--- config.mk ---
export PLATFORM = sky130hd
export DESIGN_NAME = ddr_wr_packer
export DESIGN_NICKNAME = d
export VERILOG_FILES = /design/src/rtl/ddr_wr_pkg.sv /design/src/rtl/ddr_wr_seg_buf.sv /design/src/rtl/ddr_wr_packer.sv
export SDC_FILE = /design/constraint.sdc
export NUM_CORES = 2
export LEC_CHECK = 0
export CAP_MARGIN = 25
export CORE_ASPECT_RATIO = 1.2
export CORE_MARGIN = 3
export CORE_UTILIZATION = 45
export DETAILED_ROUTE_END_ITERATION = 8
export PLACE_DENSITY = 0.64
export SLEW_MARGIN = 25
export SYNTH_ARGS = -nofsm -noshare
export SYNTH_HDL_FRONTEND = slang
export SYNTH_MEMORY_MAX_BITS = 65536
export SYNTH_SLANG_ARGS = --single-unit
--- constraint.sdc ---
create_clock -name clk -period 10.98 [get_ports clk]
set_input_delay 1.647 -clock clk [delete_from_list [all_inputs] [get_ports clk]]
set_output_delay 1.647 -clock clk [all_outputs]
set_load 0.005 [all_outputs]
--- src/rtl/ddr_wr_pkg.sv ---
// Shared constants and FSM state type for the DDR write packer.
package ddr_wr_pkg;

  localparam logic [1:0] RESP_OKAY   = 2'b00;
  localparam logic [1:0] RESP_SLVERR = 2'b10;

  localparam logic [1:0] BURST_FIXED = 2'b00;
  localparam logic [1:0] BURST_INCR  = 2'b01;
  localparam logic [1:0] BURST_WRAP  = 2'b10;

  typedef enum logic [2:0] {
    StIdle,
    StFill,
    StReq,
    StDrain,
    StResp
  } wr_state_e;

endpackage

--- src/rtl/ddr_wr_seg_buf.sv ---
// Segment buffer: FIFO of packed wide words with push/pop/count.
module ddr_wr_seg_buf #(
  parameter int unsigned Depth = 16,
  parameter int unsigned Width = 288
) (
  input  logic                     clk_i,
  input  logic                     rst_i,
  input  logic                     push_i,
  input  logic [Width-1:0]         data_i,
  input  logic                     pop_i,
  output logic [Width-1:0]         head_o,
  output logic [$clog2(Depth):0]   count_o
);

  localparam int unsigned PtrW = $clog2(Depth);

  logic [Width-1:0] mem_q [Depth];
  logic [PtrW-1:0]  wr_ptr_q, rd_ptr_q;
  logic [PtrW:0]    count_q;
  logic             do_push, do_pop;

  // Guards keep the pointers sane even if the caller misbehaves.
  assign do_push = push_i && (count_q != (PtrW + 1)'(Depth));
  assign do_pop  = pop_i && (count_q != '0);

  always_ff @(posedge clk_i) begin
    if (rst_i) begin
      wr_ptr_q <= '0;
      rd_ptr_q <= '0;
      count_q  <= '0;
    end else begin
      if (do_push) begin
        wr_ptr_q <= (wr_ptr_q == PtrW'(Depth - 1)) ? '0 : wr_ptr_q + PtrW'(1);
      end
      if (do_pop) begin
        rd_ptr_q <= (rd_ptr_q == PtrW'(Depth - 1)) ? '0 : rd_ptr_q + PtrW'(1);
      end
      unique case ({do_push, do_pop})
        2'b10:   count_q <= count_q + (PtrW + 1)'(1);
        2'b01:   count_q <= count_q - (PtrW + 1)'(1);
        default: count_q <= count_q;
      endcase
    end
  end

  always_ff @(posedge clk_i) begin
    if (do_push) begin
      mem_q[wr_ptr_q] <= data_i;
    end
  end

  assign head_o  = mem_q[rd_ptr_q];
  assign count_o = count_q;

endmodule

--- src/rtl/ddr_wr_packer.sv ---
// Packs narrow slave write bursts into native-width DDR write segments of up to MAX_WORDS words.
module ddr_wr_packer
  import ddr_wr_pkg::*;
#(
  parameter int unsigned SLV_DW    = 32,
  parameter int unsigned MEM_DW    = 256,
  parameter int unsigned ADDR_W    = 28,
  parameter int unsigned ID_W      = 4,
  parameter int unsigned MAX_WORDS = 16
) (
  input  logic                         clk,
  input  logic                         rst,
  input  logic [ID_W-1:0]              SLV_WR_ADDR_ID,
  input  logic [ADDR_W-1:0]            SLV_WR_ADDR,
  input  logic [7:0]                   SLV_WR_ADDR_LEN,
  input  logic [1:0]                   SLV_WR_ADDR_BURST,
  input  logic                         SLV_WR_ADDR_VALID,
  output logic                         SLV_WR_ADDR_READY,
  input  logic [SLV_DW-1:0]            SLV_WR_DATA,
  input  logic [SLV_DW/8-1:0]          SLV_WR_STRB,
  input  logic                         SLV_WR_DATA_LAST,
  input  logic                         SLV_WR_DATA_VALID,
  output logic                         SLV_WR_DATA_READY,
  output logic [ID_W-1:0]              SLV_WR_BACK_ID,
  output logic [1:0]                   SLV_WR_BACK_RESP,
  output logic                         SLV_WR_BACK_VALID,
  input  logic                         SLV_WR_BACK_READY,
  output logic [ADDR_W-1:0]            WRITE_ADDR,
  output logic [$clog2(MAX_WORDS)-1:0] WRITE_LEN,
  output logic [ID_W-1:0]              WRITE_ID,
  output logic                         WRITE_ADDR_VALID,
  input  logic                         WRITE_ADDR_READY,
  output logic [MEM_DW-1:0]            WRITE_DATA,
  output logic [MEM_DW/8-1:0]          WRITE_STRB,
  input  logic                         WRITE_DATA_READY,
  output logic                         WRITE_DATA_LAST
);

  localparam int unsigned RATIO  = MEM_DW / SLV_DW;
  localparam int unsigned LANE_W = $clog2(RATIO);
  localparam int unsigned LEN_W  = $clog2(MAX_WORDS);
  localparam int unsigned CNT_W  = LEN_W + 1;
  localparam int unsigned SLV_SW = SLV_DW / 8;
  localparam int unsigned MEM_SW = MEM_DW / 8;
  localparam int unsigned BUF_W  = MEM_DW + MEM_SW;
  localparam logic [ADDR_W-1:0] ALIGN_MASK = ~ADDR_W'(RATIO - 1);

  wr_state_e         state_q, state_d;
  logic [ID_W-1:0]   id_q;
  logic [ADDR_W-1:0] addr_q, seg_addr_q;
  logic [7:0]        len_q, beat_q;
  logic              incr_q, err_q, done_q;
  logic [MEM_DW-1:0] word_data_q, word_data_nx;
  logic [MEM_SW-1:0] word_strb_q, word_strb_nx;

  logic              addr_fire, beat_fire, is_final, word_close, seg_full, pop, last_pop;
  logic [LANE_W-1:0] lane;
  logic [CNT_W-1:0]  buf_cnt;
  logic [BUF_W-1:0]  buf_head;

  assign addr_fire  = SLV_WR_ADDR_VALID && SLV_WR_ADDR_READY;
  assign beat_fire  = SLV_WR_DATA_VALID && SLV_WR_DATA_READY;
  assign pop        = (state_q == StDrain) && WRITE_DATA_READY && !rst;
  assign lane       = addr_q[LANE_W-1:0];
  assign is_final   = (beat_q == len_q);
  assign word_close = beat_fire && incr_q && ((lane == LANE_W'(RATIO - 1)) || is_final);
  assign seg_full   = (buf_cnt == CNT_W'(MAX_WORDS - 1));
  assign last_pop   = pop && (buf_cnt == CNT_W'(1));

  always_comb begin
    word_data_nx = word_data_q;
    word_strb_nx = word_strb_q;
    word_data_nx[lane*SLV_DW +: SLV_DW] = SLV_WR_DATA;
    word_strb_nx[lane*SLV_SW +: SLV_SW] = SLV_WR_STRB;
  end

  ddr_wr_seg_buf #(
    .Depth(MAX_WORDS),
    .Width(BUF_W)
  ) u_seg_buf (
    .clk_i  (clk),
    .rst_i  (rst),
    .push_i (word_close),
    .data_i ({word_strb_nx, word_data_nx}),
    .pop_i  (pop),
    .head_o (buf_head),
    .count_o(buf_cnt)
  );

  always_ff @(posedge clk) begin
    if (rst) begin
      state_q <= StIdle;
    end else begin
      state_q <= state_d;
    end
  end

  always_comb begin
    state_d = state_q;
    unique case (state_q)
      StIdle:  if (addr_fire) state_d = StFill;
      StFill: begin
        if (beat_fire) begin
          if (!incr_q) begin
            if (is_final) state_d = StResp;
          end else if (word_close && (is_final || seg_full)) begin
            state_d = StReq;
          end
        end
      end
      StReq:   if (WRITE_ADDR_READY) state_d = StDrain;
      StDrain: if (last_pop) state_d = done_q ? StResp : StFill;
      StResp:  if (SLV_WR_BACK_READY) state_d = StIdle;
      default: state_d = StIdle;
    endcase
  end

  // Outputs are forced low while rst is high so nothing leaks out of a half-reset state.
  always_comb begin
    SLV_WR_ADDR_READY = 1'b0;
    SLV_WR_DATA_READY = 1'b0;
    SLV_WR_BACK_ID    = '0;
    SLV_WR_BACK_RESP  = RESP_OKAY;
    SLV_WR_BACK_VALID = 1'b0;
    WRITE_ADDR        = '0;
    WRITE_LEN         = '0;
    WRITE_ID          = '0;
    WRITE_ADDR_VALID  = 1'b0;
    WRITE_DATA        = '0;
    WRITE_STRB        = '0;
    WRITE_DATA_LAST   = 1'b0;
    if (!rst) begin
      unique case (state_q)
        StIdle: SLV_WR_ADDR_READY = 1'b1;
        StFill: SLV_WR_DATA_READY = 1'b1;
        StReq: begin
          WRITE_ADDR_VALID = 1'b1;
          WRITE_ADDR       = seg_addr_q;
          WRITE_LEN        = LEN_W'(buf_cnt - CNT_W'(1));
          WRITE_ID         = id_q;
        end
        StDrain: begin
          WRITE_DATA      = buf_head[MEM_DW-1:0];
          WRITE_STRB      = buf_head[BUF_W-1:MEM_DW];
          WRITE_DATA_LAST = (buf_cnt == CNT_W'(1));
        end
        StResp: begin
          SLV_WR_BACK_VALID = 1'b1;
          SLV_WR_BACK_ID    = id_q;
          SLV_WR_BACK_RESP  = (err_q || !incr_q) ? RESP_SLVERR : RESP_OKAY;
        end
        default: ;
      endcase
    end
  end

  always_ff @(posedge clk) begin
    if (rst) begin
      id_q        <= '0;
      addr_q      <= '0;
      seg_addr_q  <= '0;
      len_q       <= '0;
      beat_q      <= '0;
      incr_q      <= 1'b0;
      err_q       <= 1'b0;
      done_q      <= 1'b0;
      word_data_q <= '0;
      word_strb_q <= '0;
    end else begin
      if (addr_fire) begin
        id_q        <= SLV_WR_ADDR_ID;
        addr_q      <= SLV_WR_ADDR;
        seg_addr_q  <= SLV_WR_ADDR & ALIGN_MASK;
        len_q       <= SLV_WR_ADDR_LEN;
        beat_q      <= '0;
        incr_q      <= (SLV_WR_ADDR_BURST == BURST_INCR);
        err_q       <= 1'b0;
        done_q      <= 1'b0;
        word_data_q <= '0;
        word_strb_q <= '0;
      end
      if (beat_fire) begin
        addr_q <= addr_q + ADDR_W'(1);
        beat_q <= beat_q + 8'd1;
        // The beat counter decides where the burst ends; LAST only flags disagreement.
        if (SLV_WR_DATA_LAST != is_final) err_q <= 1'b1;
        if (is_final) done_q <= 1'b1;
        if (word_close) begin
          word_data_q <= '0;
          word_strb_q <= '0;
        end else if (incr_q) begin
          word_data_q <= word_data_nx;
          word_strb_q <= word_strb_nx;
        end
      end
      // A segment only closes early on a full buffer, so the next beat is word aligned.
      if (last_pop && !done_q) seg_addr_q <= addr_q & ALIGN_MASK;
    end
  end

endmodule

==> impl_metrics.ini <==
[clock_network]
clockBufferDepth = 4
cts_hold_buffers = 0
cts_buffers = 465
cts_setup_buffers = 0
clock_latency_ps = 1020
root_buffer = clkbuf_16
htreeDepth = 5
cts_sinks = 4992
post_cts_resize_count = 0
clk_transition_reported_paths_ps = 60
cts_tree = yes

[run_status]
status = finished clean

[routing]
drc = 0
vias = 96700
drt_iter0_drc = 12600
routed_wl_um = 536000
dr.pass1.iters = 5
routedWlPerCell_um = 33.8
vias_per_cell = 6.09
antenna_left = 0

[sta]
skew_ps = 101
setup_viol = 0
maxSlewHeadroom_pct = 23.0
fin_crit_sh_pct = 64.7
finalHoldViolations = 0
slew_violations = 0
setup-tns-final_ps = 0
worstMarginPinSlew_ps = 1160
finalCriticalPeriod_ps = 7100
rsz0062_at_grt = no
hold_ws_ps = 465
max_freq_mhz = 141

[synthesis]
yosys-top-cells-area = edfxtp_1 71%, mux4_2 17%, dfxtp_1 4.0%, mux2_2 1.1%, nor2b_1 0.95%
async_reset_ff_share_pct = 0
synthFlopType = edfxtp_1
yosysWarnings = 0
synthCells = 9109
synth_area_um2 = 194000
synth_area_leader_cell = edfxtp_1
synth-seq-cells = 4992
yosysSeqAreaShare_pct = 75.4
synth.avg_cell_area_um2 = 21.3
synth_edf_count = 4608
synth_top_cell_area_share_pct = 71.4
ys_types = 69

[worst_setup_path]
crit_path_end_kind = output port
arrival_ps = 5460
crit_type = register to output port
cp-start-kind = register
cp.required_ps = 9330
path_max_fanout = 96

[floorplan]
die_h_um = 725
row_count = 263
core_area_um2 = 428000
pin_count = 421
start_util_pct = 45.3
dieArea_um2 = 439000
die_w_um = 605

[cells_and_area]
drive_gt1_share_pct = 25.9
nets = 9738
final_core_util_pct = 51.6
synthToLayoutAreaGrowth_pct = 13.9
seq_area_um2 = 146000
multiInputGateArea_um2 = 45100
fillers = 33100
final_area_um2 = 221000

[global_route]
grt_max_degree = 151
track_usage_pct = 24.2
grt_pass1_wl_um = 755000
antenna_found_initial = 66
grt_overflow = 0
first_global_vias = 99300

[run]
max-cap-violations = 0

[power_and_ir_drop]
p_per_area_nw_per_um2 = 171
power.leakage_nw = 70.5
design_power_total_mw = 37.7
ir_drop_uv = 147

[place]
place_congestion = 0.783
placed_area_um2 = 205000
place.port_buffers = 416
dp_hpwl_um = 282000

[hold_path]
min_path_type = register to register
-- cells in the final DEF (no fill, tap or decap), drive strengths merged, types with 36 or more instances in the layout --
master            n
nand3           319
clkinv          190
mux2            191
o21a             73
clkdlybuf4s50   413
mux2i            77
o21ai            47
nand2           356
dfxtp           384
and2             66
nor2b           294
inv             107
buf             210
diode           123
a21oi           240
nor2            142
bufinv           36
edfxtp         4608
mux4           1440
clkbuf          634
-- worst paths after layout --
kind	startpoint	end	slack (ps)	depth (start not counted)
hold reg to reg	word_data_q[131]	word_data_q[131]	470	2
hold / removal	word_data_q[131]	word_data_q[131]	470	2
setup reg to reg	state_q[0]	u_seg_buf.mem_q[11][119]	5940	8
setup / recovery	register	WRITE_DATA[25]	3880	6
-- synthesized netlist by cell type, drive strengths merged (3+ instances only) --
cell and count:
a211oi 6, a21oi 240, a22oi 6, a311oi 26
a31o 3, a31oi 15, and2 66, and3 25
and4 4, buf 222, clkbuf 346, dfxtp 384
edfxtp 4608, ha 17, inv 88, mux2 191
mux2i 77, mux4 1440, nand2 356, nand2b 4
nand3 319, nand4 11, nand4bb 3, nor2 142
nor2b 294, nor3 10, nor4 3, nor4b 3
o211ai 8, o21a 73, o21ai 47, o21bai 3
o311ai 6, o31a 3, or3 11, or3b 3
or4 4, or4b 3, xnor2 11, xor2 7
-- critical path: stages (launching register included) --
cell             delay, ps
dfxtp_4                970
buf_12                 620
buf_12                 560
mux4_2                 610
mux4_2                 470
nor2b_1                230
clkdlybuf4s50_1        540
-- sequential cells by signal (all words and copies together), names as in the netlist, 3 cells and up, named ones only --
name	cells
word_strb_q	32
seg_addr_q	25
u_seg_buf.wr_ptr_q	4
addr_q	28
u_seg_buf.mem_q	4608
u_seg_buf.rd_ptr_q	4
len_q	8
id_q	4
state_q	3
beat_q	8
u_seg_buf.count_o	5
word_data_q	256
-- through the flow --
| step | std cells | worst slack [ps] |
|---|---|---|
| detailed placement | 14900 | 4600 |
| global route | 15800 | 3500 |
| CTS | 15700 | 3650 |
| global placement | 14900 | 4720 |
| finish | 15900 | 3880 |
| floorplan | 9112 | 773 |
-- cells by family after synthesis --
family / count (synthesis) / share of synthesized area (%)
AO/OA/AOI/OAI: 451 / 1.40
XOR/XNOR: 18 / 0.0814
adder cells (fa/ha/maj): 17 / 0.110
buffers and inverters: 656 / 1.51
flip-flops: 4992 / 75.4
multiplexers: 1708 / 18.2
other: 1 / 0.00194
AND/OR/NAND/NOR: 1266 / 3.28
-- layer usage --
metal | GRT usage, % | part of all wire, % | vias up
li1 | - | - | 38900
met1 | 32.3 | 38 | 52400
met2 | 39.9 | 50 | 4728
met3 | 4.99 | 8.6 | 739
met4 | 7.94 | 3.2 | 24
met5 | 0 | 0.073 | -
-- report_power, final --
group	internal, mW	switching (mW)	total, mW
Sequential	20.7	0.0501	20.8
Clock	9.05	7.01	16.1
Combinational	0.189	0.704	0.893
-- cell type report --
cell class	instances	share of cell area [%]
Timing Repair Buffer	624	2.99
Clock inverter	250	1.07
Antenna cell	123	0.139
Inverter	88	0.150
Clock buffer	633	5.82
Multi-Input combinational cell	3464	20.4
Sequential cell	4992	66.2
Tap cell	5697	3.23
(Power assumes the default switching activity.)
